===== src/rtl/bram_port_arbiter_if.sv =====
// rtl/bram_port_arbiter_if.sv - requester command/response channels and BRAM port bundle
interface bram_port_arbiter_if #(
    parameter int DATA_WIDTH = 64,
    parameter int ADDR_WIDTH = 10
);
    logic                  req0_valid;
    logic                  req0_ready;
    logic                  req0_we;
    logic [ADDR_WIDTH-1:0] req0_addr;
    logic [DATA_WIDTH-1:0] req0_wdata;
    logic                  rsp0_valid;
    logic [DATA_WIDTH-1:0] rsp0_rdata;

    logic                  req1_valid;
    logic                  req1_ready;
    logic                  req1_we;
    logic [ADDR_WIDTH-1:0] req1_addr;
    logic [DATA_WIDTH-1:0] req1_wdata;
    logic                  rsp1_valid;
    logic [DATA_WIDTH-1:0] rsp1_rdata;

    logic [ADDR_WIDTH-1:0] BRAM_ADDRA;
    logic [DATA_WIDTH-1:0] BRAM_DINA;
    logic                  BRAM_ENA;
    logic                  BRAM_WEA;
    logic [DATA_WIDTH-1:0] BRAM_DOUTA;

    modport slave (
        input  req0_valid, req0_we, req0_addr, req0_wdata,
        input  req1_valid, req1_we, req1_addr, req1_wdata,
        input  BRAM_DOUTA,
        output req0_ready, rsp0_valid, rsp0_rdata,
        output req1_ready, rsp1_valid, rsp1_rdata,
        output BRAM_ADDRA, BRAM_DINA, BRAM_ENA, BRAM_WEA
    );

    modport master (
        output req0_valid, req0_we, req0_addr, req0_wdata,
        output req1_valid, req1_we, req1_addr, req1_wdata,
        output BRAM_DOUTA,
        input  req0_ready, rsp0_valid, rsp0_rdata,
        input  req1_ready, rsp1_valid, rsp1_rdata,
        input  BRAM_ADDRA, BRAM_DINA, BRAM_ENA, BRAM_WEA
    );
endinterface


===== src/rtl/bram_port_arbiter.sv =====
// rtl/bram_port_arbiter.sv - two-requester arbiter for one single-port BRAM with read tag pipeline
// BRAM_ARB_FIXED_PRIO_EN: requester 0 always wins contention (no round-robin pointer).
module bram_port_arbiter #(
    parameter int DATA_WIDTH = 64,
    parameter int ADDR_WIDTH = 10,
    parameter int RD_LATENCY = 2
) (
    input  logic                CLKA,
    input  logic                RSTA,
    bram_port_arbiter_if.slave  bus
);
    logic grant0;
    logic grant1;

`ifdef BRAM_ARB_FIXED_PRIO_EN
    always_comb begin
        grant0 = bus.req0_valid;
        grant1 = bus.req1_valid && !bus.req0_valid;
    end
`else
    // last_grant1 remembers who won the most recent accept; reset favours requester 0.
    logic last_grant1;

    always_comb begin
        grant0 = bus.req0_valid && (!bus.req1_valid || last_grant1);
        grant1 = bus.req1_valid && (!bus.req0_valid || !last_grant1);
    end

    always_ff @(posedge CLKA) begin
        if (RSTA) begin
            last_grant1 <= 1'b1;
        end else if (grant0 || grant1) begin
            last_grant1 <= grant1;
        end
    end
`endif

    logic                  accept;
    logic                  sel_we;
    logic [ADDR_WIDTH-1:0] sel_addr;
    logic [DATA_WIDTH-1:0] sel_wdata;

    assign bus.req0_ready = grant0 && !RSTA;
    assign bus.req1_ready = grant1 && !RSTA;
    assign accept         = (grant0 || grant1) && !RSTA;
    assign sel_we         = grant1 ? bus.req1_we    : bus.req0_we;
    assign sel_addr       = grant1 ? bus.req1_addr  : bus.req0_addr;
    assign sel_wdata      = grant1 ? bus.req1_wdata : bus.req0_wdata;

    logic                  ena_q;
    logic                  wea_q;
    logic                  owner_q;
    logic [ADDR_WIDTH-1:0] addr_q;
    logic [DATA_WIDTH-1:0] dina_q;

    always_ff @(posedge CLKA) begin
        if (RSTA) begin
            ena_q   <= 1'b0;
            wea_q   <= 1'b0;
            owner_q <= 1'b0;
            addr_q  <= '0;
            dina_q  <= '0;
        end else begin
            ena_q <= accept;
            wea_q <= accept && sel_we;
            if (accept) begin
                owner_q <= grant1;
                addr_q  <= sel_addr;
                dina_q  <= sel_wdata;
            end
        end
    end

    assign bus.BRAM_ENA   = ena_q;
    assign bus.BRAM_WEA   = wea_q;
    assign bus.BRAM_ADDRA = addr_q;
    assign bus.BRAM_DINA  = dina_q;

    // Tags enter when the BRAM samples the read, so stage RD_LATENCY lines up with DOUTA.
    logic [1:0] tag_pipe [RD_LATENCY+1];

    always_ff @(posedge CLKA) begin
        if (RSTA) begin
            for (int i = 0; i <= RD_LATENCY; i++) begin
                tag_pipe[i] <= 2'b00;
            end
        end else begin
            tag_pipe[0] <= {ena_q && !wea_q, owner_q};
            for (int i = 1; i <= RD_LATENCY; i++) begin
                tag_pipe[i] <= tag_pipe[i-1];
            end
        end
    end

    assign bus.rsp0_valid = tag_pipe[RD_LATENCY][1] && !tag_pipe[RD_LATENCY][0];
    assign bus.rsp1_valid = tag_pipe[RD_LATENCY][1] &&  tag_pipe[RD_LATENCY][0];
    assign bus.rsp0_rdata = bus.BRAM_DOUTA;
    assign bus.rsp1_rdata = bus.BRAM_DOUTA;
endmodule


===== src/flat_wrapper.sv =====
// flat-port wrapper written by rule: the top's interface ports become plain ports
module bram_port_arbiter_flat 
#(
    parameter int DATA_WIDTH = 64,
    parameter int ADDR_WIDTH = 10,
    parameter int RD_LATENCY = 2
)
  (CLKA, RSTA, bus_req0_valid, bus_req0_we, bus_req0_addr, bus_req0_wdata, bus_req1_valid, bus_req1_we, bus_req1_addr, bus_req1_wdata, bus_BRAM_DOUTA, bus_req0_ready, bus_rsp0_valid, bus_rsp0_rdata, bus_req1_ready, bus_rsp1_valid, bus_rsp1_rdata, bus_BRAM_ADDRA, bus_BRAM_DINA, bus_BRAM_ENA, bus_BRAM_WEA);
  bram_port_arbiter_if #(.DATA_WIDTH(DATA_WIDTH), .ADDR_WIDTH(ADDR_WIDTH)) bus_i ();
  input  logic CLKA;
  input  logic RSTA;
  input wire logic [$bits(bus_i.req0_valid)-1:0] bus_req0_valid;
  input wire logic [$bits(bus_i.req0_we)-1:0] bus_req0_we;
  input wire logic [$bits(bus_i.req0_addr)-1:0] bus_req0_addr;
  input wire logic [$bits(bus_i.req0_wdata)-1:0] bus_req0_wdata;
  input wire logic [$bits(bus_i.req1_valid)-1:0] bus_req1_valid;
  input wire logic [$bits(bus_i.req1_we)-1:0] bus_req1_we;
  input wire logic [$bits(bus_i.req1_addr)-1:0] bus_req1_addr;
  input wire logic [$bits(bus_i.req1_wdata)-1:0] bus_req1_wdata;
  input wire logic [$bits(bus_i.BRAM_DOUTA)-1:0] bus_BRAM_DOUTA;
  output wire logic [$bits(bus_i.req0_ready)-1:0] bus_req0_ready;
  output wire logic [$bits(bus_i.rsp0_valid)-1:0] bus_rsp0_valid;
  output wire logic [$bits(bus_i.rsp0_rdata)-1:0] bus_rsp0_rdata;
  output wire logic [$bits(bus_i.req1_ready)-1:0] bus_req1_ready;
  output wire logic [$bits(bus_i.rsp1_valid)-1:0] bus_rsp1_valid;
  output wire logic [$bits(bus_i.rsp1_rdata)-1:0] bus_rsp1_rdata;
  output wire logic [$bits(bus_i.BRAM_ADDRA)-1:0] bus_BRAM_ADDRA;
  output wire logic [$bits(bus_i.BRAM_DINA)-1:0] bus_BRAM_DINA;
  output wire logic [$bits(bus_i.BRAM_ENA)-1:0] bus_BRAM_ENA;
  output wire logic [$bits(bus_i.BRAM_WEA)-1:0] bus_BRAM_WEA;
  assign bus_i.req0_valid = bus_req0_valid;
  assign bus_i.req0_we = bus_req0_we;
  assign bus_i.req0_addr = bus_req0_addr;
  assign bus_i.req0_wdata = bus_req0_wdata;
  assign bus_i.req1_valid = bus_req1_valid;
  assign bus_i.req1_we = bus_req1_we;
  assign bus_i.req1_addr = bus_req1_addr;
  assign bus_i.req1_wdata = bus_req1_wdata;
  assign bus_i.BRAM_DOUTA = bus_BRAM_DOUTA;
  assign bus_req0_ready = bus_i.req0_ready;
  assign bus_rsp0_valid = bus_i.rsp0_valid;
  assign bus_rsp0_rdata = bus_i.rsp0_rdata;
  assign bus_req1_ready = bus_i.req1_ready;
  assign bus_rsp1_valid = bus_i.rsp1_valid;
  assign bus_rsp1_rdata = bus_i.rsp1_rdata;
  assign bus_BRAM_ADDRA = bus_i.BRAM_ADDRA;
  assign bus_BRAM_DINA = bus_i.BRAM_DINA;
  assign bus_BRAM_ENA = bus_i.BRAM_ENA;
  assign bus_BRAM_WEA = bus_i.BRAM_WEA;
  bram_port_arbiter #(.DATA_WIDTH(DATA_WIDTH), .ADDR_WIDTH(ADDR_WIDTH), .RD_LATENCY(RD_LATENCY)) u_core (.CLKA(CLKA), .RSTA(RSTA), .bus(bus_i));
endmodule

===== config.mk =====
export PLATFORM = sky130hd
export DESIGN_NAME = bram_port_arbiter_flat
export DESIGN_NICKNAME = d
export VERILOG_FILES = /design/src/rtl/bram_port_arbiter_if.sv /design/src/rtl/bram_port_arbiter.sv /design/src/flat_wrapper.sv
export SDC_FILE = /design/constraint.sdc
export NUM_CORES = 1
export LEC_CHECK = 0
export BUFFER_PORTS_ARGS = -buffer_cell sky130_fd_sc_hd__buf_2
export CORE_AREA = 2 2 167 169
export CTS_CLUSTER_DIAMETER = 30
export DETAILED_ROUTE_END_ITERATION = 8
export DIE_AREA = 0 0 169 171
export PLACE_DENSITY = 0.46
export REMOVE_ABC_BUFFERS = 1
export SLEW_MARGIN = 20
export SYNTH_ARGS = -nofsm -noshare
export SYNTH_HDL_FRONTEND = slang
export SYNTH_SLANG_ARGS = --single-unit

===== constraint.sdc =====
create_clock -name CLKA -period 1.1 [get_ports CLKA]
set_input_delay 0.165 -clock CLKA [delete_from_list [all_inputs] [get_ports CLKA]]
set_output_delay 0.165 -clock CLKA [all_outputs]
set_load 0.005 [all_outputs]

==> metrics.md <==
| Metric | Value |
|---|---|
| Status | `finished, violations left` |
| Failing checks | `negative setup slack` |
| Initial Utilization | `0.1740` |
| Crit-path slowest cell | `dfxtp_4` |
| DP Worst Slack | `-0.1816 ns` |
| Clock-pin transition on the worst setup and hold timing paths | `~0.07 ns` |
| Max incr delay on CP | `approximately 0.35 ns` |
| Gr ovfl total | `0` |
| Initial antenna violation count | `1` |
| CTS Buf Count | `9` |
| Final setup vio count | `78` |
| Post-synth cell types | `19` |
| Leak | `roughly 2.8 nW` |
| Detailed Routing Iterations Pass 1 | `4` |
| Worst vdd rail ir drop | `around 0.00045 V` |
| Die Span Y | `between 150 and 200 um` |
| CTS sink cnt | `84` |
| Largest net degree at the start of global routing | `45` |
| Relative slew slack | `0.7926` |
| FF-to-FF path depth | `6` |
| I/O Buffers | `between 200 and 250` |
| Vias per inst | `~4.4` |
| Hold WS | `around 0.059 ns` |
| Syn Std Cell Area | `around 4800 um2` |
| FF-to-FF End | `u_core.bus.BRAM_DINA[30]` |
| Layout cell share with drive strength beyond 1 | `0.5243` |
| Setup crit end kind | `output pin` |
| Non-filler cells, final | `approximately 1000` |
| Ports | `426` |
| Tightest Hold Check Type | `input port to register` |
| Avg Cell Area, Syn | `8.298 um2` |
| Top post-synthesis cells by area | `dfxtp_1 (35%), buf_4 (22%), a211oi_2 (13%), a21oi_1 (8.0%), nand2_1 (6.1%)` |
| DRT Wirelength | `roughly 30000 um` |
| Root Buffer | `clkbuf_16` |
| Crit Path Class | `register to output pin` |
| Seq cells post-synth | `84` |
| Pwr dens | `1333 nW/um2` |
| Max Clk Rate | `~730 MHz` |
| R2r startpoint | `u_core.last_grant1` |
| Max FO, Critical Path | `3` |
| Synth-to-Final Area Change | `27.95%` |
| Largest area contributor in the netlist | `dfxtp_1` |
| Total Routing Usage GR | `0.1926` |
| Launch point of the worst hold path | `bus_req0_wdata[38]` |
| Worst-case clock buffer depth | `2` |
| Seq/Total Area, Yosys | `0.3537` |
| Ys Warns | `0` |
| Cts hold-fix bufs | `0` |
| Fin crit share | `1.253` |
| Nets | `slightly below 900` |
| Post-DP HPWL | `24150 um` |
| Commonest non-fill, non-tap cell in the layout | `buf_2` |
| Core area | `27320 um2` |
| Slack of the worst reg-to-reg path | `-0.25 ns` |
| Min cycle time layout | `between 1 and 1.5 ns` |
| Die X | `169 um` |
| Post-route ant nets | `0` |
| Yosys top cell area share | `0.3537` |
| Hold Vio Cnt, Final | `0` |
| CP Cell Sequence | `a21bo_4, buf_12, nor2_4, buf_2` |
| DR DRC count | `0` |
| Worst setup SP type | `register` |
| Max-slew violation count | `0` |
| CP Launch Point | `u_core.last_grant1` |
| Hold endpoint | `u_core.bus.BRAM_DINA[38]` |
| Final Wtd Congestion | `a little under 0.9` |
| Post-Place Cells | `roughly 1000` |
| CP required | `0.94 ns` |
| CTS tree | `built` |
| H-tree Lvls | `3` |
| RSZ-0062 raised after global routing | `yes` |
| Gate Count Post-Synth | `roughly 570` |
| Final worst setup slack | `-0.2783 ns` |
| Max_cap viols | `0` |
| Die area | `a little under 30000 um2` |
| Worst-Margin Slew | `just over 0.3 ns` |
| WL/cell | `roughly 29 um` |
| Row cnt | `around 60` |
| Most frequent cells in the layout | `buf_2 (230), dfxtp_1 (81), nor2_1 (74)` |
| Global-route wire length before repair | `about 37000 um` |
| Number of global-route vias before repair | `4083` |
| Iter 0 DRT Violations | `265` |
| Detailed-route via count | `4477` |
| Crit path arrival time | `between 1 and 1.5 ns` |
| Hold path depth | `3` |
| Skew-Pair Late Insertion Delay | `approximately 0.34 ns` |
| Layout Skew | `0.006864 ns` |
## power by group
group | internal [mW] | switching (mW) | leakage (nW)
Clock | 1.51 | 1.38 | 0.124
Combinational | 0.875 | 0.955 | 1.94
Sequential | 3.28 | 0.112 | 0.697
## cell usage after synthesis (all sizes together)
library cell,count
clkbuf,11
inv,1
and2,1
o21ai,1
nand2,77
dfxtp,84
nand2b,2
a21oi,76
a21boi,1
a21bo,1
nor2b,7
nor3b,2
buf,159
o21bai,1
a211oi,74
nor2,75
## final cells by class
class | count | area [um2]
Timing Repair Buffer | 261 | 1654
Fill cell | 3075 | 21240
Sequential cell | 84 | 1688
Multi-Input combinational cell | 318 | 2043
Inverter | 1 | 3.754
Clock buffer | 10 | 229.0
Clock inverter | 5 | 30.03
Antenna cell | 1 | 2.502
Tap cell | 346 | 432.9
## logic make-up after synthesis
family / count (synthesis) / synth area share
AO/OA/AOI/OAI: 154 / 0.2574
AND/OR/NAND/NOR: 164 / 0.1363
flip-flops: 84 / 0.3537
buffers and inverters: 171 / 0.2526
## sequential cells by signal, indices dropped and copies added (netlist names)
signal / count
u_core.bus.BRAM_ADDRA: 10
u_core.bus.BRAM_ENA: 1
u_core.bus.BRAM_WEA: 1
u_core.last_grant1: 1
u_core.bus.BRAM_DINA: 64
u_core.owner_q: 1
u_core.tag_pipe: 6
## metrics by stage
step | instance area, um2 | util | power, mW | TNS (ns)
floorplan | 3557 | - | 4.180 | -143.46
global placement | 5458 | 0.1997 | 5.085 | -9.828
detailed placement | 5458 | 0.1997 | 5.097 | -10.43
CTS | 5903 | 0.2160 | 8.179 | -18.57
global route | 6081 | 0.2225 | 8.539 | -21.21
finish | 6083 | 0.2226 | 8.106 | -16.16
## timing repair
item | in CTS | in global routing
resized for setup | 14 | 35
pin swaps | 6 | 13
gates cloned | 3 | 2
buffers inserted | 6 | 2
hold endpoints to repair | 0 | 0
endpoints found under the setup margin | 79 | 80
## layer usage
metal	wire length [um]	GRT usage	part of all wire	vias up
met1	8668	0.1528	0.29	2015
met5	350	0.1009	0.012	-
li1	-	-	-	1996
met3	6133	0.1978	0.21	38
met2	13560	0.3100	0.46	420
met4	837	0.06392	0.028	8
## critical path: cells and delay by family, from the launching register on
family          cells  cell delay (ns)
compound gates      1             0.22
buf+inv             2             0.24
flops               1             0.35
simple gates        1             0.06
## how the worst max path moves through the flow
stage	end	slack (ns)	cells after the start
global route	bus_req1_ready	-0.34	4
detailed placement	u_core.bus.BRAM_DINA[36]	-0.18	5
CTS	bus_req1_ready	-0.31	4
global placement	u_core.bus.BRAM_DINA[48]	-0.17	5
floorplan	u_core.bus.BRAM_ADDRA[0]	-1.90	4
finish	bus_req1_ready	-0.28	4
Note: power is estimated with default switching activity, not from simulation.
